--- src/rtl/uart_rx.sv ---
// rtl/uart_rx.sv - oversampling 8N1 serial receiver feeding the UART receive FIFO
module uart_rx #(
    parameter int DATA_BITS = 8,
    parameter int DIV_WIDTH = 16
) (
    input  logic                 clk,
    input  logic                 rst,
    input  logic                 serial_in,
    input  logic [DIV_WIDTH-1:0] baud_div,
    input  logic                 rcv_full,
    input  logic                 data_ack,
    input  logic                 overrun_clear,
    output logic [DATA_BITS-1:0] rx_data,
    output logic                 rcv_write,
    output logic                 data_ready,
    output logic                 error_flag,
    output logic                 overrun_error,
    output logic                 busy
);

    localparam int IDX_W = $clog2(DATA_BITS + 1);

    typedef enum logic [1:0] {IDLE, START, DATA, STOP} state_t;

    state_t               state, state_next;
    logic                 sync1, s, s_d;
    logic [DIV_WIDTH-1:0] cnt, cnt_next;
    logic [DIV_WIDTH-1:0] div, div_next;
    logic [DIV_WIDTH-1:0] eff_div;
    logic [IDX_W-1:0]     bit_idx, bit_idx_next;
    logic [DATA_BITS-1:0] shreg, shreg_next;
    logic                 take, drop, frame_err;

    // Synchronizer and edge-detect flops idle high so reset never looks like a start edge.
    always_ff @(posedge clk or posedge rst) begin
        if (rst) begin
            sync1 <= 1'b1;
            s     <= 1'b1;
            s_d   <= 1'b1;
        end else begin
            sync1 <= serial_in;
            s     <= sync1;
            s_d   <= s;
        end
    end

    assign eff_div = (baud_div < DIV_WIDTH'(2)) ? DIV_WIDTH'(2) : baud_div;

    always_comb begin
        state_next   = state;
        cnt_next     = cnt;
        div_next     = div;
        bit_idx_next = bit_idx;
        shreg_next   = shreg;
        take         = 1'b0;
        drop         = 1'b0;
        frame_err    = 1'b0;
        case (state)
            IDLE: begin
                if (s_d && !s) begin
                    div_next   = eff_div;
                    cnt_next   = (eff_div >> 1) - DIV_WIDTH'(1);
                    state_next = START;
                end
            end
            START: begin
                if (cnt == '0) begin
                    if (!s) begin
                        state_next   = DATA;
                        cnt_next     = div - DIV_WIDTH'(1);
                        bit_idx_next = '0;
                    end else begin
                        state_next = IDLE;
                    end
                end else begin
                    cnt_next = cnt - DIV_WIDTH'(1);
                end
            end
            DATA: begin
                if (cnt == '0) begin
                    shreg_next   = {s, shreg[DATA_BITS-1:1]};
                    cnt_next     = div - DIV_WIDTH'(1);
                    bit_idx_next = bit_idx + IDX_W'(1);
                    if (bit_idx == IDX_W'(DATA_BITS - 1)) begin
                        state_next = STOP;
                    end
                end else begin
                    cnt_next = cnt - DIV_WIDTH'(1);
                end
            end
            STOP: begin
                if (cnt == '0) begin
                    state_next = IDLE;
                    if (!s) begin
                        frame_err = 1'b1;
                    end else if (rcv_full) begin
                        drop = 1'b1;
                    end else begin
                        take = 1'b1;
                    end
                end else begin
                    cnt_next = cnt - DIV_WIDTH'(1);
                end
            end
            default: state_next = IDLE;
        endcase
    end

    always_ff @(posedge clk or posedge rst) begin
        if (rst) begin
            state   <= IDLE;
            cnt     <= '0;
            div     <= '0;
            bit_idx <= '0;
            shreg   <= '0;
        end else begin
            state   <= state_next;
            cnt     <= cnt_next;
            div     <= div_next;
            bit_idx <= bit_idx_next;
            shreg   <= shreg_next;
        end
    end

    // Set terms take priority over the simultaneous ack/clear.
    always_ff @(posedge clk or posedge rst) begin
        if (rst) begin
            rx_data       <= '0;
            rcv_write     <= 1'b0;
            error_flag    <= 1'b0;
            data_ready    <= 1'b0;
            overrun_error <= 1'b0;
        end else begin
            rcv_write     <= take;
            error_flag    <= frame_err;
            data_ready    <= take | (data_ready & ~data_ack);
            overrun_error <= drop | (overrun_error & ~overrun_clear);
            if (take) begin
                rx_data <= shreg;
            end
        end
    end

    assign busy = (state != IDLE);

endmodule

--- config.mk ---
export PLATFORM = sky130hd
export DESIGN_NAME = uart_rx
export DESIGN_NICKNAME = d
export VERILOG_FILES = /design/src/rtl/uart_rx.sv
export SDC_FILE = /design/constraint.sdc
export NUM_CORES = 1
export LEC_CHECK = 0
export BUFFER_PORTS_ARGS = -buffer_cell sky130_fd_sc_hd__buf_2
export CORE_MARGIN = 5
export CORE_UTILIZATION = 57
export DETAILED_ROUTE_END_ITERATION = 8
export PLACE_DENSITY = 0.88
export SETUP_SLACK_MARGIN = 0.02
export SLEW_MARGIN = 15
export SYNTH_ARGS = -nofsm -noshare
export SYNTH_HDL_FRONTEND = slang
export SYNTH_SLANG_ARGS = --single-unit
--- constraint.sdc ---
create_clock -name clk -period 6.5 [get_ports clk]
set_input_delay 0.975 -clock clk [delete_from_list [all_inputs] [get_ports clk]]
set_output_delay 0.975 -clock clk [all_outputs]
set_load 0.02 [all_outputs]
==> impl_results.rst <==
.. list-table::
   :header-rows: 1

   * - Metric
     - Value
   * - Run status
     - complete, no violations
   * - CTS Hold Bufs
     - 0
   * - Vias in the first global route
     - roughly 3000
   * - Initial antenna violation count
     - 0
   * - Top library cells by usage in the layout, fill and taps aside
     - 58 x sky130_fd_sc_hd__dfrtp_1, 35 x sky130_fd_sc_hd__nand2_1, 34 x sky130_fd_sc_hd__buf_2
   * - Total net switching power
     - 0.771 mW
   * - End of the worst hold path
     - s
   * - Number of instances in the placed design
     - ~470
   * - Post-synthesis area per instance
     - roughly 9.9 um2
   * - GPL Wtd Cong
     - around 0.94
   * - Vertical extent of the die
     - ~90 um
   * - Input/output buffers
     - 34
   * - Fin nets
     - ~440
   * - Classification of the worst setup path
     - primary input to register
   * - Post-route minimum period
     - ~3200 ps
   * - Clock transition at the registers of the reported paths
     - roughly 70 ps
   * - Top Family by Delay on Critical Path
     - simple AND/OR/NAND/NOR gates
   * - Total negative slack
     - 0 ps
   * - Overall Global Routing Usage
     - 0.223
   * - Count of antenna diodes in the layout
     - 0
   * - Pins over their slew limit
     - 0
   * - Post-Syn Area
     - around 3700 um2
   * - Residual antenna-violating net count after detailed routing
     - 0
   * - Share of the yosys chip area belonging to registers
     - 0.418
   * - Max_slew headroom
     - 0.409
   * - Max stage delay on crit path
     - between 400 and 500 ps
   * - Ports
     - 35
   * - Net count of the mapped netlist
     - 401
   * - Post-detailed-route wirelength per cell
     - roughly 18 um
   * - Initial DRC Count
     - about 340
   * - Hold-critical path depth
     - 0
   * - Count of flip-flops with a built-in enable after synthesis
     - 0
   * - Cell area power density
     - ~440 nW/um2
   * - Clock latency on the worst-skew pair
     - around 340 ps
   * - Inserted Clock Buffers
     - 9
   * - Largest net degree at the start of global routing
     - just over 60
   * - Buffers & Inverters on Critical Path
     - 1
   * - Most frequent standard cell in the layout excluding fill and tap cells
     - sky130_fd_sc_hd__dfrtp_1
   * - Cells along the critical path
     - buf_2 -> nor4_1 -> nand2_1 -> nor3_1 -> nor2_1 -> ha_1 -> nand2b_1 -> or2_2 -> or4_1 -> xor2_1 -> nor2_1 -> a221o_1
   * - Dpl hpwl
     - 6200 um
   * - Clock tree buffer depth
     - 2
   * - Start point of the worst hold path
     - sync1
   * - Reg-to-reg slack, setup
     - roughly 3700 ps
   * - Worst endpoint data arrival time
     - roughly 3400 ps
   * - Die area
     - ~8100 um2
   * - # setup viols final
     - 0
   * - Synthesis-to-finish area growth
     - 11.7%
   * - Maximum level of the CTS H-tree
     - 3
   * - Instance count of the mapped netlist
     - 371
   * - Unique masters post-synth
     - 65
   * - Flop and latch count out of synthesis
     - just over 60
   * - Max-capacitance violation count
     - 0
   * - Combinational Power Share
     - 0.455
   * - Yosys warning total
     - 0
   * - Reported leakage power
     - approximately 1.8 nW
   * - Post-detailed-routing wire length
     - between 8000 and 9000 um
   * - Prevailing post-synth register cell
     - sky130_fd_sc_hd__dfrtp_1
   * - Area inside the core boundary
     - approximately 6300 um2
   * - TritonCTS Sinks
     - about 60
   * - Global-route wire length before repair
     - roughly 15000 um
   * - Clk root buf
     - sky130_fd_sc_hd__clkbuf_8
   * - Post-CTS resize count
     - 0
   * - Peak VDD IR
     - between 0.2 and 0.3 mV
   * - Share of total power consumed by net switching
     - 0.432
   * - Vias per cell
     - 6.34
   * - Highest attainable clock frequency
     - about 310 MHz
   * - Maximum net fanout on the critical path
     - 7
   * - Min-Delay Path Class
     - register to register
   * - DR vias
     - between 3000 and 4000
   * - Endpoint class of the critical path
     - register
   * - Crit-path most repeated cell
     - sky130_fd_sc_hd__nor2_1
   * - Count of endpoints failing hold in the final timing report
     - 0
   * - RR Startpoint
     - cnt[0]
   * - Total iterations of the first detailed-routing run
     - 5
   * - Transition time at the pin with the least slew margin
     - 886 ps
   * - Effective utilization at floorplan
     - 0.580
   * - Critical path launch point type
     - primary input
   * - Layout cell share with drive strength beyond 1
     - 0.268
   * - Site Rows
     - 29
   * - Internal cell power
     - between 1 and 1.5 mW
   * - Die X
     - 90.2 um
   * - Required time of the critical path
     - between 6000 and 7000 ps
   * - Number of standard cells in the final layout excluding fillers
     - 488
   * - Final worst clock skew
     - roughly 7.3 ps
   * - Sequential power share
     - 0.354
   * - Post-CTS setup-driven buffer insertion count
     - 0
   * - Overflow left after global routing
     - 0
   * - Share of async-settable or async-resettable flops after synthesis
     - 1.00
   * - Overall power consumption
     - approximately 1.8 mW
   * - Fraction of the cycle the final worst path needs
     - 0.490
   * - Cell at the slowest stage of the critical path
     - sky130_fd_sc_hd__nor4_1
   * - Cell count of the worst reg-to-reg path
     - 8
   * - TritonCTS clock tree
     - yes
   * - Worst R2R End
     - rx_data[3]
   * - Share of power burned in the clock network
     - 0.191
   * - DRC violations left
     - 0
   * - Unrepaired setup endpoints after global routing
     - no
logic make-up after synthesis:
| family | share of synthesized area |
|---|---|
| mux | 0.100 |
| flops | 0.418 |
| compound gates | 0.137 |
| simple gates | 0.208 |
| xor+xnor | 0.0765 |
| buf+inv | 0.0325 |
| fa+ha+maj | 0.0273 |
synth_stat cells, drive strengths merged, types with 8 or more instances:
library cell | count | area share
nor4 | 14 | 0.029
inv | 16 | 0.016
o21ai | 21 | 0.029
mux2 | 30 | 0.092
dfrtp | 58 | 0.40
xor2 | 18 | 0.043
nor3 | 10 | 0.021
nand2 | 35 | 0.036
ha | 8 | 0.027
xnor2 | 14 | 0.033
nand3 | 11 | 0.015
nor2 | 27 | 0.029
a21oi | 18 | 0.025
how the worst max path moves through the flow:
| stage | to | cells after the start | startpoint | slack [ps] |
|---|---|---|---|---|
| final | cnt[10] | 12 | baud_div[10] | 3320 |
| after global placement | cnt[10] | 12 | baud_div[8] | 3280 |
| after floorplan | cnt[10] | 10 | baud_div[6] | 3570 |
| after global routing | cnt[10] | 12 | baud_div[10] | 3170 |
| after detailed placement | cnt[10] | 12 | baud_div[10] | 3120 |
| after CTS | cnt[10] | 12 | baud_div[10] | 3370 |
metal layers:
| metal | vias up | GRT usage | share of wire |
|---|---|---|---|
| met5 | - | 0 | 0 |
| met4 | 0 | 0.120 | 0.035 |
| met3 | 32 | 0.0326 | 0.064 |
| met2 | 151 | 0.362 | 0.49 |
| met1 | 1487 | 0.286 | 0.41 |
| li1 | 1426 | - | - |
final cells by class:
type | instances | area (um2)
Tap cell | 77 | 96.3
Inverter | 16 | 60.1
Timing Repair Buffer | 36 | 185
Fill cell | 487 | 2220
Sequential cell | 61 | 1530
Clock inverter | 6 | 62.6
Multi-Input combinational cell | 282 | 2020
Clock buffer | 10 | 138
power groups by stage:
stage,Sequential [mW],Combinational (mW),Clock (mW)
floorplan,0.593,0.632,0
global placement,0.621,0.754,0
detailed placement,0.630,0.783,0
CTS,0.625,0.797,0.341
global route,0.648,0.886,0.359
finish,0.632,0.812,0.340
flip-flops by register name, summed over array words and instances (netlist names), named ones only:
register / flops
cnt: 16
div: 16
rx_data: 8
shreg: 8
bit_idx: 4
data_ready: 1
error_flag: 1
overrun_error: 1
rcv_write: 1
s: 1
s_d: 1
state: 1
sync1: 1
stage by stage:
step / hold WS (ps) / utilization / instance area, um2 / worst slack [ps]
after detailed placement: 353 / 0.616 / 3890 / 3120
final: 358 / 0.648 / 4090 / 3320
after floorplan: 345 / - / 3660 / 3570
after global routing: 366 / 0.648 / 4090 / 3170
after CTS: 362 / 0.648 / 4090 / 3370
after global placement: 346 / 0.616 / 3890 / 3280
Power figures use the tool's default switching activity.
